## config.mk

```make
export PLATFORM = sky130hd
export DESIGN_NAME = pwm_channel_controller
export DESIGN_NICKNAME = d
export VERILOG_FILES = /design/src/rtl/pwm_channel_controller_pkg.sv /design/src/rtl/pwm_channel_controller_pwm_gen.sv /design/src/rtl/pwm_channel_controller.sv
export SDC_FILE = /design/constraint.sdc
export NUM_CORES = 1
export LEC_CHECK = 0
export ABC_AREA = 1
export BUFFER_PORTS_ARGS = -buffer_cell sky130_fd_sc_hd__buf_2
export CAP_MARGIN = 20
export CORE_MARGIN = 4
export CORE_UTILIZATION = 63
export CTS_BUF_LIST = sky130_fd_sc_hd__clkbuf_16
export DETAILED_ROUTE_END_ITERATION = 8
export HOLD_SLACK_MARGIN = 0.15
export PLACE_DENSITY = 0.95
export SLEW_MARGIN = 10
export SYNTH_ARGS = -nofsm -noshare
export SYNTH_HDL_FRONTEND = slang
export SYNTH_HIERARCHICAL = 1
export SYNTH_SLANG_ARGS = --single-unit
```

## constraint.sdc

```tcl
create_clock -name clk -period 3.95 [get_ports clk]
set_input_delay 0.5925 -clock clk [delete_from_list [all_inputs] [get_ports clk]]
set_output_delay 0.5925 -clock clk [all_outputs]
set_load 0.05 [all_outputs]
```

## src/rtl/pwm_channel_controller_pkg.sv

```systemverilog
// Shared constants for the PWM channel controller: counter widths and the
// 2-bit output source-select encoding.
package pwm_channel_controller_pkg;

    localparam int unsigned CNT_W = 8;
    localparam int unsigned DIV_W = 4;

    localparam logic [1:0] SEL_G0C0 = 2'b00;
    localparam logic [1:0] SEL_G0C1 = 2'b01;
    localparam logic [1:0] SEL_G1C0 = 2'b10;
    localparam logic [1:0] SEL_G1C1 = 2'b11;

endpackage

```

## src/rtl/pwm_channel_controller_pwm_gen.sv

```systemverilog
// One PWM generator: power-of-two prescaler, period counter, two compare channels.
// Duty and divider values are shadowed and only taken at period wrap or initial load.
module pwm_channel_controller_pwm_gen
    import pwm_channel_controller_pkg::*;
#(
    parameter int unsigned CNT_W = pwm_channel_controller_pkg::CNT_W,
    parameter int unsigned DIV_W = pwm_channel_controller_pkg::DIV_W
) (
    input  logic             i_clk,
    input  logic             i_rst,
    input  logic [CNT_W-1:0] i_duty0,
    input  logic [CNT_W-1:0] i_duty1,
    input  logic [DIV_W-1:0] i_div,
    output logic [1:0]       o_level,
    output logic             o_period_start
);

    localparam int unsigned PS_W = (2 ** DIV_W) - 1;
    localparam logic [PS_W:0]    PS_ONE  = {{PS_W{1'b0}}, 1'b1};
    localparam logic [PS_W-1:0]  PS_INC  = {{(PS_W - 1){1'b0}}, 1'b1};
    localparam logic [CNT_W-1:0] CNT_INC = {{(CNT_W - 1){1'b0}}, 1'b1};

    logic [PS_W-1:0]  r_presc;
    logic [CNT_W-1:0] r_cnt;
    logic [CNT_W-1:0] r_duty0;
    logic [CNT_W-1:0] r_duty1;
    logic [DIV_W-1:0] r_div;
    logic             r_init;
    logic             r_period_start;

    logic [PS_W:0] w_limit;
    logic          w_tick;
    logic          w_wrap;

    // Prescaler terminal count is 2^div - 1; one extra bit keeps div = max exact.
    assign w_limit = PS_ONE << r_div;
    assign w_tick  = ({1'b0, r_presc} == (w_limit - PS_ONE));
    assign w_wrap  = w_tick & (&r_cnt);

    always_ff @(posedge i_clk) begin
        if (i_rst) begin
            r_presc        <= '0;
            r_cnt          <= '0;
            r_duty0        <= '0;
            r_duty1        <= '0;
            r_div          <= '0;
            r_init         <= 1'b1;
            r_period_start <= 1'b0;
        end else if (r_init) begin
            r_init         <= 1'b0;
            r_presc        <= '0;
            r_cnt          <= '0;
            r_duty0        <= i_duty0;
            r_duty1        <= i_duty1;
            r_div          <= i_div;
            r_period_start <= 1'b1;
        end else begin
            r_period_start <= w_wrap;
            if (w_tick) begin
                r_presc <= '0;
                r_cnt   <= r_cnt + CNT_INC;
                if (w_wrap) begin
                    r_duty0 <= i_duty0;
                    r_duty1 <= i_duty1;
                    r_div   <= i_div;
                end
            end else begin
                r_presc <= r_presc + PS_INC;
            end
        end
    end

    assign o_level        = {(r_cnt < r_duty1), (r_cnt < r_duty0)};
    assign o_period_start = r_period_start;

endmodule

```

## src/rtl/pwm_channel_controller.sv

```systemverilog
// Eight registered PWM/static output pins fed from two PWM generators.
// Enable, mode and source select act immediately; duty/divider go through the generators.
module pwm_channel_controller
    import pwm_channel_controller_pkg::*;
#(
    parameter int unsigned CNT_W = pwm_channel_controller_pkg::CNT_W,
    parameter int unsigned DIV_W = pwm_channel_controller_pkg::DIV_W
) (
    input  logic               clk,
    input  logic               rst,
    input  logic [7:0]         reg_en_out,
    input  logic [7:0]         reg_en_pwm_out,
    input  logic [7:0]         reg_out_3_0_pwm_gen_channel,
    input  logic [7:0]         reg_out_7_4_pwm_gen_channel,
    input  logic [CNT_W-1:0]   reg_pwm_gen_0_ch_0_duty_cycle,
    input  logic [CNT_W-1:0]   reg_pwm_gen_0_ch_1_duty_cycle,
    input  logic [CNT_W-1:0]   reg_pwm_gen_1_ch_0_duty_cycle,
    input  logic [CNT_W-1:0]   reg_pwm_gen_1_ch_1_duty_cycle,
    input  logic [2*DIV_W-1:0] reg_pwm_gen_1_0_frequency_divider,
    output logic [7:0]         pwm_out,
    output logic [1:0]         period_start
);

    // Channel levels in select-code order: {g1c1, g1c0, g0c1, g0c0}.
    logic [3:0]  w_level;
    logic [15:0] w_sel_all;
    logic [7:0]  w_pwm_d;

    pwm_channel_controller_pwm_gen #(
        .CNT_W (CNT_W),
        .DIV_W (DIV_W)
    ) u_gen0 (
        .i_clk          (clk),
        .i_rst          (rst),
        .i_duty0        (reg_pwm_gen_0_ch_0_duty_cycle),
        .i_duty1        (reg_pwm_gen_0_ch_1_duty_cycle),
        .i_div          (reg_pwm_gen_1_0_frequency_divider[DIV_W-1:0]),
        .o_level        (w_level[1:0]),
        .o_period_start (period_start[0])
    );

    pwm_channel_controller_pwm_gen #(
        .CNT_W (CNT_W),
        .DIV_W (DIV_W)
    ) u_gen1 (
        .i_clk          (clk),
        .i_rst          (rst),
        .i_duty0        (reg_pwm_gen_1_ch_0_duty_cycle),
        .i_duty1        (reg_pwm_gen_1_ch_1_duty_cycle),
        .i_div          (reg_pwm_gen_1_0_frequency_divider[2*DIV_W-1:DIV_W]),
        .o_level        (w_level[3:2]),
        .o_period_start (period_start[1])
    );

    assign w_sel_all = {reg_out_7_4_pwm_gen_channel, reg_out_3_0_pwm_gen_channel};

    always_comb begin
        w_pwm_d = '0;
        for (int i = 0; i < 8; i++) begin
            if (!reg_en_out[i]) begin
                w_pwm_d[i] = 1'b0;
            end else if (!reg_en_pwm_out[i]) begin
                w_pwm_d[i] = 1'b1;
            end else begin
                case (w_sel_all[2*i +: 2])
                    SEL_G0C0: w_pwm_d[i] = w_level[0];
                    SEL_G0C1: w_pwm_d[i] = w_level[1];
                    SEL_G1C0: w_pwm_d[i] = w_level[2];
                    SEL_G1C1: w_pwm_d[i] = w_level[3];
                    default:  w_pwm_d[i] = 1'b0;
                endcase
            end
        end
    end

    always_ff @(posedge clk) begin
        if (rst) begin
            pwm_out <= '0;
        end else begin
            pwm_out <= w_pwm_d;
        end
    end

endmodule
```

==> flow_summary.ini, run 1 <==
[layout]
diodes = 0
post-route-util_pct = 72.1
layout-drive-gt1-share_pct = 17.6
area_growth_pct = 11.6
num-nets-final = 1109
stdcell_area_mm2 = 0.00705

[global_routing]
grt_busiest_layer = met2
grt_use_met3_pct = 4.42
grt_pass1_vias = 5423
grt_use_total_pct = 25.0
use_met1_pct = 29.7
grt_pass1_wl_um = 23800
grt_start_max_net_pins = 42
antenna_found_initial = 0
grt_overflow_total = 0
met2_usage_pct = 44.2

[worst_setup_path]
crit_required_ns = 4.19
crit-reg2reg-launch = u_gen1/r_div[3]$_SDFFE_PP0P_
path_max_fanout = 41
worst_setup_path_end_kind = flop
reg2reg_to = u_gen1/r_div[3]$_SDFFE_PP0P_
reg2reg_depth = 13
path_class = flop to flop
rrSetupSlack_ns = 1.04
critical_path.startpoint_type = flop
cp_data_arrival_time_ns = 3.15

[synth]
ys_ff_latch = 98
synth_edf_count = 0
synth_flop_cell = dfxtp_1
ys_seq_area_share_pct = 31.1
avgSynthCellArea_um2 = 6.74
syn_nets = 1045
synth_cells = 937
async_flop_share_pct = 0
yosys_warnings = 6
syn-cell-area_mm2 = 0.00631
yosysUniqueCellTypes = 32

[sta]
post-route-min-period_ns = 2.91
fin_ws_ns = 1.04
setup_viol = 0
worst_pin_slew_ns = 0.893
drv_slew = 0
max-slew-margin-rel_pct = 40.5
final-hold-violation-count = 0
finalCritPeriodShare_pct = 73.7
setup_tns_ns = 0
fmax_mhz = 344
rsz0062_at_grt = no
fin_skew_ns = 0.00530

[drt]
wire_per_inst_um = 12.6
dr.first_iter.drc_count = 348
first_pass_iters = 6
vias = 5960
drc_errors = 0
vias_per_cell = 5.23
drt-total-wl_um = 14300
antenna_left = 0

[placed_design]
detailed_place.area_mm2 = 0.00671
place_congestion = 0.913
io_buffers = 83
hpwlAfterDp_um = 10500
dp_slack_ns = 1.15

[floorplanning]
start_util_pct = 64.6
ios = 84
rows = 36
dieArea_mm2 = 0.0117
core_mm2 = 0.00977
fp.dieW_um = 108
chipHeight_um = 108

[min_path]
holdCritStartpoint = reg_en_pwm_out[0]
min_path_type = primary input to flop
whs_path_depth = 2
hold_end = pwm_out[0]$_SDFF_PP0_

[job]
maxCapViolations = 0

[clocking]
htreeDepth = 3
cts_tree = built
hold_buffers = 0
clk_pin_slew_ns = 0.07
postCtsSetupRepairBufs = 0
post_cts_resized = 0
clockBufferDepth = 2
cts-root-buf = clkbuf_16
cts_made_buffers = 9
numClockSinks = 98
clk-insertion-delay-late_ns = 0.35

[power_and_ir_drop]
power_density_mw_per_mm2 = 329
p_leak_nw = 3.33
p_total_mw = 2.32
ir_worst_vdd_v = 0.000321

[status]
status = completed
[cell usage in the layout, fill, tap and decap left out]
master	count
buf_2	83
xor2_1	24
nand3_1	84
nand4_1	12
xnor2_1	14
clkinv_4	2
nand2_2	17
a21oi_1	90
nor3b_1	4
o21ai_1	2
nor3_1	12
buf_16	2
buf_4	2
nor3_2	2
inv_1	103
a21oi_2	10
a21boi_0	4
clkinv_1	3
clkbuf_16	9
nor4_1	2
nor2_2	6
nand3_2	18
clkinvlp_4	2
nand3b_1	2
nand2_1	237
nor2_1	90
o21ai_0	10
nor2_4	6
dfxtp_1	98
ha_1	34
inv_2	14
o211ai_1	4
inv_6	2
nor2_8	2
[kinds of logic (layout without fill, tap and decap cells)]
| group | count (synthesis) | count (layout) | synth area share (%) |
|---|---|---|---|
| DFF | 98 | 98 | 31.1 |
| buffers and inverters | 153 | 222 | 10.2 |
| xor gates and xnor gates | 38 | 38 | 5.27 |
| adders and majority gates | 34 | 34 | 6.74 |
| AOI/OAI and AO/OA | 120 | 120 | 10.4 |
| and+or+nand+nor | 494 | 494 | 36.3 |
[cell type report]
| cell class | instances | area [um^2] |
|---|---|---|
| clock inverters | 7 | 53.8 |
| multi-input cells | 686 | 3710 |
| flip-flops and latches | 98 | 1960 |
| inverters | 119 | 447 |
| clock buffers | 9 | 225 |
| well taps | 133 | 166 |
| repair buffers | 87 | 485 |
| fillers | 810 | 2730 |
[layer usage]
metal  vias up  wire [um]
met1      2681       6130
li1       3123          -
met2       126       7320
met4         0        375
met3        30        521
met5         -          0
[stage by stage]
step	std cells	hold WS [ns]
after floorplan	937	0.440
after global placement	1121	0.453
after detailed placement	1121	0.464
after CTS	1137	0.397
after global routing	1139	0.402
final	1139	0.412
[report_power, final]
group          total (mW)  switching [mW]  internal (mW)  leakage [nW]
clock network       0.828           0.397          0.431         0.130
logic               0.435           0.271          0.164          2.40
registers            1.05          0.0292           1.03         0.804
[worst max-delay path, cell delays in order, from the launching register on]
cell,delay (ns)
dfxtp_1,0.62
inv_2,0.15
nand4_1,0.17
ha_1,0.35
inv_1,0.12
a21oi_2,0.22
nand2_1,0.10
nand3_1,0.08
nand3_1,0.10
nor3_2,0.25
nand3_2,0.10
buf_4,0.26
a21oi_1,0.21
nor2_1,0.08
[registers in the layout (all words and copies together), names as in the netlist, 4 cells and up]
signal and count:
u_gen1/r_duty0 8, u_gen1/r_div 4, u_gen1/r_presc 15, u_gen1/r_cnt 8, u_gen0/r_presc 15, u_gen0/r_duty1 8, u_gen0/r_duty0 8, u_gen0/r_div 4
pwm_out 8, u_gen0/r_cnt 8, u_gen1/r_duty1 8
[cell usage after synthesis, types with 3 or more instances]
| master | count | area share, % |
|---|---|---|
| buf_4 | 9 | 1.1 |
| dfxtp_1 | 98 | 31 |
| buf_1 | 8 | 0.48 |
| nor2_1 | 90 | 5.4 |
| nand3_2 | 18 | 2.9 |
| o21ai_0 | 10 | 0.79 |
| nand2_1 | 237 | 14 |
| xor2_1 | 24 | 3.3 |
| buf_2 | 10 | 0.79 |
| clkbuf_1 | 4 | 0.24 |
| nand2_2 | 17 | 1.7 |
| a21boi_0 | 4 | 0.48 |
| o211ai_1 | 4 | 0.48 |
| nor3_1 | 12 | 0.95 |
| ha_1 | 34 | 6.7 |
| nand3_1 | 84 | 6.7 |
| nor3b_1 | 4 | 0.48 |
| nor2_2 | 6 | 0.59 |
| inv_1 | 103 | 6.1 |
| inv_2 | 14 | 0.83 |
| a21oi_2 | 10 | 1.4 |
| nand4_1 | 12 | 1.2 |
| nor2_4 | 6 | 1.1 |
| xnor2_1 | 14 | 1.9 |
| buf_6 | 3 | 0.54 |
| a21oi_1 | 90 | 7.1 |
[worst max-delay path by stage]
stage	cells after the start	end	start
floorplan	15	u_gen0/r_presc[13]$_SDFF_PP0_	u_gen0/r_div[1]$_SDFFE_PP0P_
global placement	13	u_gen0/r_duty0[0]$_SDFFE_PP0P_	u_gen0/r_div[3]$_SDFFE_PP0P_
detailed placement	13	u_gen1/r_duty1[1]$_SDFFE_PP0P_	u_gen1/r_div[3]$_SDFFE_PP0P_
CTS	13	u_gen1/r_div[3]$_SDFFE_PP0P_	u_gen1/r_div[3]$_SDFFE_PP0P_
global route	13	u_gen1/r_div[3]$_SDFFE_PP0P_	u_gen1/r_div[3]$_SDFFE_PP0P_
finish	13	u_gen1/r_div[3]$_SDFFE_PP0P_	u_gen1/r_div[3]$_SDFFE_PP0P_
Note: power is estimated with default switching activity, not from simulation.
==> inputs of run 2 (changes only) <==
Settings changed: CORE_UTILIZATION 63 to 59, PLACE_DENSITY 0.95 to 0.9.
Clock period 3.95 ns to 2.87 ns, I/O delays scaled along.
==> run 2 against run 1 <==
Compared with the run above:
- hold slack worse by 0.16 ns
- critical path depth unchanged
- clock power rose by 53%
- critical path type unchanged
- flip-flop and latch count unchanged
- largest power group unchanged
- setup slack got worse by 0.81 ns
- highest routed layer unchanged
==> flow_summary.ini, run 2 (synthesized netlist as in run 1, its figures left out) <==
[layout]
diodes = 0
num-nets-final = 1117
final_cells = 1150
layout-drive-gt1-share_pct = 18.3
final_cell_mix = 237 x nand2_1, 105 x inv_1, 97 x dfxtp_1, 90 x a21oi_1, 90 x nor2_1
reg.largest.list = u_gen0/r_presc (15), u_gen1/r_presc (15)
fillers = 882
final_common_cell = nand2_1
area_growth_pct = 12.6

[worst_setup_path]
path_class = flop to flop
path_max_fanout = 41
critical_path.startpoint_type = flop
crit_required_ns = 3.11
cp_data_arrival_time_ns = 2.87
worst_setup_path_end_kind = flop

[drt]
dr.first_iter.drc_count = 287
wire_per_inst_um = 12.5
vias = 5981
antenna_left = 0
drc_errors = 0
first_pass_iters = 5
drt-total-wl_um = 14400
vias_per_cell = 5.20

[floorplanning]
core_mm2 = 0.0104
start_util_pct = 60.9
ios = 84
rows = 37
fp.dieW_um = 111
chipHeight_um = 111
dieArea_mm2 = 0.0124

[power_and_ir_drop]
p_leak_nw = 3.38
ir_worst_vdd_v = 0.000344
p_total_mw = 3.33
power_density_mw_per_mm2 = 469

[global_routing]
grt_use_total_pct = 23.5
grt_start_max_net_pins = 42
grt_pass1_vias = 5748
antenna_found_initial = 0
grt_pass1_wl_um = 25000
grt_overflow_total = 0

[placed_design]
place_congestion = 0.903
post-place-cells = 1134
hpwlAfterDp_um = 10600
io_buffers = 83

[sta]
post-route-min-period_ns = 2.64
holdWs_ns = 0.251
max-slew-margin-rel_pct = 50.4
worst_pin_slew_ns = 0.744
setup_viol = 0
final-hold-violation-count = 0
rsz0062_at_grt = no
drv_slew = 0
fmax_mhz = 379
setup_tns_ns = 0
finalCritPeriodShare_pct = 91.9
fin_skew_ns = 0.00816

[status]
status = completed

[clocking]
cts_made_buffers = 9
numClockSinks = 98
htreeDepth = 3
cts_tree = built
clk_pin_slew_ns = 0.07
cts-root-buf = clkbuf_16
clk-insertion-delay-late_ns = 0.35
clockBufferDepth = 2

[min_path]
min_path_type = primary input to flop

[job]
maxCapViolations = 0
-- run 2: timing repair --
| action | CTS | global route |
|---|---|---|
| setup endpoints to repair | 0 | 37 |
| hold endpoints to repair | 0 | 0 |
| buffers inserted | 0 | 0 |
| hold buffers | 0 | 0 |
| resized for setup | 0 | 2 |
-- run 2: metal layers --
metal | track usage (%) | wire (um)
met2 | 41.9 | 7220
met5 | 0 | 0
met1 | 27.9 | 6120
met4 | 9.73 | 381
met3 | 4.13 | 660
-- run 2: final timing paths --
| check | depth (start not counted) | slack [ns] | end | startpoint |
|---|---|---|---|---|
| hold / removal | 2 | 0.25 | pwm_out[4]$_SDFF_PP0_ | reg_en_pwm_out[4] |
| setup reg to reg | 13 | 0.23 | u_gen0/r_duty0[1]$_SDFFE_PP0P_ | u_gen0/r_div[1]$_SDFFE_PP0P_ |
| hold reg to reg | 1 | 0.47 | u_gen0/r_presc[0]$_SDFF_PP0_ | u_gen0/r_presc[0]$_SDFF_PP0_ |
| setup / recovery | 13 | 0.23 | u_gen0/r_duty0[1]$_SDFFE_PP0P_ | u_gen0/r_div[1]$_SDFFE_PP0P_ |
-- run 2: per-stage QoR --
stage          utilization (%)  instance area (um^2)  setup WS (ns)
2_1_floorplan                -                  6310          0.624
3_3_place_gp              65.5                  6790          0.293
3_5_place_dp              65.5                  6790          0.247
4_1_cts                   68.5                  7100          0.224
5_1_grt                   68.5                  7110         0.0209
6_report                  68.5                  7110          0.233
-- run 2: layout make-up --
cell class / instances / area (um^2) / share of cell area (%)
Timing Repair Buffer: 95 / 505 / 7.11
Clock buffer: 9 / 225 / 3.17
Sequential cell: 98 / 1960 / 27.6
Tap cell: 136 / 170 / 2.39
Multi-Input combinational cell: 686 / 3710 / 52.2
Inverter: 119 / 447 / 6.28
Clock inverter: 7 / 86.3 / 1.21
-- run 2: critical path, stage by stage, from the launching register on --
cell and delay (ns):
dfxtp_1 0.55, inv_2 0.14, nand4_1 0.10, ha_1 0.24, inv_1 0.09, a21oi_2 0.23, nand2_1 0.10, nand3_1 0.08
nand3_1 0.09, nor3_2 0.27, nand3_2 0.10, buf_4 0.26, a21oi_1 0.19, nor2_1 0.07
-- run 2: where the power goes --
group | total (mW) | internal (mW) | switching (mW)
clock | 1.27 | 0.756 | 0.517
sequential | 1.45 | 1.41 | 0.0334
combinational | 0.614 | 0.233 | 0.381
total | 3.33 | 2.40 | 0.931
==> inputs of run 3 (changes only) <==
Settings changed: CELL_PAD_IN_SITES_DETAIL_PLACEMENT from default to 0, CELL_PAD_IN_SITES_GLOBAL_PLACEMENT from default to 1, CORE_UTILIZATION 59 to 42.
==> run 3 against run 2 <==
Compared with the run above:
- highest routed layer unchanged
- fmax up 1.7%
- flip-flop and latch count unchanged
- core utilization is 20 points lower
- critical path type unchanged
==> flow_summary.ini, run 3 (synthesized netlist as in run 1, its figures left out) <==
[sta]
setup_viol = 0
post-route-min-period_ns = 2.59
final-hold-violation-count = 0
worst_pin_slew_ns = 0.765
holdWs_ns = 0.246
drv_slew = 0
finalCritPeriodShare_pct = 90.3
rsz0062_at_grt = no
fin_skew_ns = 0.00622
max-slew-margin-rel_pct = 48.9
setup_tns_ns = 0
fmax_mhz = 386

[global_routing]
grt_use_total_pct = 17.5
antenna_found_initial = 0
grt_pass1_vias = 5245
grt_start_max_net_pins = 42
grt_pass1_wl_um = 24400
grt_overflow_total = 0

[worst_setup_path]
crit_path_frequent_cell = nand3_1
worst_setup_path_end_kind = flop
cp_cell_sequence = inv_2 > nand4_1 > ha_1 > inv_1 > a21oi_2 > nand2_1 > nand3_1 > nand3_1 > nor3_2 > nand3_2 > buf_12 > a21oi_1 > nor2_1
crit_required_ns = 3.11
path_class = flop to flop
cp_slowest_stage_delay_ns = 0.47
path_max_fanout = 38
cp_data_arrival_time_ns = 2.84
cp_slowest_cell = dfxtp_1
critical_path.startpoint_type = flop

[placed_design]
hpwlAfterDp_um = 10800
io_buffers = 83
place_congestion = 0.846

[drt]
vias = 5777
drc_errors = 0
wire_per_inst_um = 12.0
drt-total-wl_um = 14300
vias_per_cell = 4.82
dr.first_iter.drc_count = 390
antenna_left = 0
first_pass_iters = 5

[power_and_ir_drop]
p_total_mw = 3.18
p_leak_nw = 3.37
ir_worst_vdd_v = 0.000368
power_density_mw_per_mm2 = 445

[status]
status = completed

[clocking]
post_cts_resized = 0
postCtsSetupRepairBufs = 0
cts_tree = built
clockBufferDepth = 2
numClockSinks = 98
hold_buffers = 0
htreeDepth = 3
clk_pin_slew_ns = 0.07
cts_made_buffers = 9
clk-insertion-delay-late_ns = 0.35
cts-root-buf = clkbuf_16

[layout]
area_growth_pct = 13.4
reg.largest.list = u_gen0/r_presc (15), u_gen1/r_presc (15)
num-nets-final = 1119
post-route-util_pct = 48.9
fillers = 1520
final_cell_mix = 237 x nand2_1, 103 x inv_1, 95 x dfxtp_1, 90 x a21oi_1, 90 x nor2_1
diodes = 0
layout-drive-gt1-share_pct = 18.7
final_common_cell = nand2_1

[floorplanning]
dieArea_mm2 = 0.0171
ios = 84
chipHeight_um = 131
start_util_pct = 43.1
rows = 44
core_mm2 = 0.0146
fp.dieW_um = 131

[job]
maxCapViolations = 0

[min_path]
min_path_type = primary input to flop
==> run 3: cell types whose count changed in the layout (fill, tap and decap cells not counted) <==
cell and delta:
buf_12 +1, buf_4 +1, bufinv_16 -2, clkinv_1 +1, clkinv_2 -1, clkinv_4 -1
clkinvlp_4 +2, dfxtp_1 -2, dfxtp_2 +2, inv_1 -2, inv_6 +2, nand2_2 -1
nand2_4 +1
==> run 3: final cells by class <==
type	instances	area [um^2]	area share, %
flip-flops and latches	98	1970	27.5
inverters	119	447	6.24
repair buffers	97	533	7.45
clock buffers	9	225	3.15
multi-input cells	686	3720	51.9
well taps	184	230	3.22
clock inverters	6	41.3	0.577
==> run 3: critical path: cells and delay by family (launching register included) <==
family,cells,cell delay (ns)
compound gates,2,0.41
buf+inv,3,0.41
simple gates,7,0.93
flops,1,0.47
fa+ha+maj,1,0.26
==> run 3: path summary, 6_finish.rpt <==
path                           startpoint                             end  slack [ns]  cells after the start
min                     reg_en_pwm_out[2]           pwm_out[2]$_SDFF_PP0_        0.25                      2
max          u_gen0/r_div[2]$_SDFFE_PP0P_  u_gen0/r_duty0[3]$_SDFFE_PP0P_        0.28                     13
max reg2reg  u_gen0/r_div[2]$_SDFFE_PP0P_  u_gen0/r_duty0[3]$_SDFFE_PP0P_        0.28                     13
min reg2reg  u_gen0/r_presc[0]$_SDFF_PP0_    u_gen0/r_presc[0]$_SDFF_PP0_        0.48                      1
==> run 3: stage by stage <==
stage	worst slack, ns	cells	area (um^2)
floorplan	0.624	937	6310
global placement	0.200	1184	6880
detailed placement	0.160	1184	6880
CTS	0.146	1199	7150
global route	0.00417	1199	7160
finish	0.278	1199	7160
==> run 3: routing by layer <==
| layer | part of all wire [%] | wire (um) | GRT usage (%) | up-vias |
|---|---|---|---|---|
| met4 | 1.8 | 261 | 5.63 | 0 |
| met1 | 48 | 6950 | 23.5 | 2529 |
| li1 | - | - | - | 3145 |
| met5 | 0 | 0 | 0 | - |
| met2 | 46 | 6550 | 28.2 | 90 |
| met3 | 4.0 | 573 | 3.74 | 13 |
==> run 3: report_power, final <==
part	internal [mW]	total (mW)	switching, mW
Clock	0.585	1.13	0.546
Sequential	1.41	1.44	0.0315
Combinational	0.234	0.610	0.375
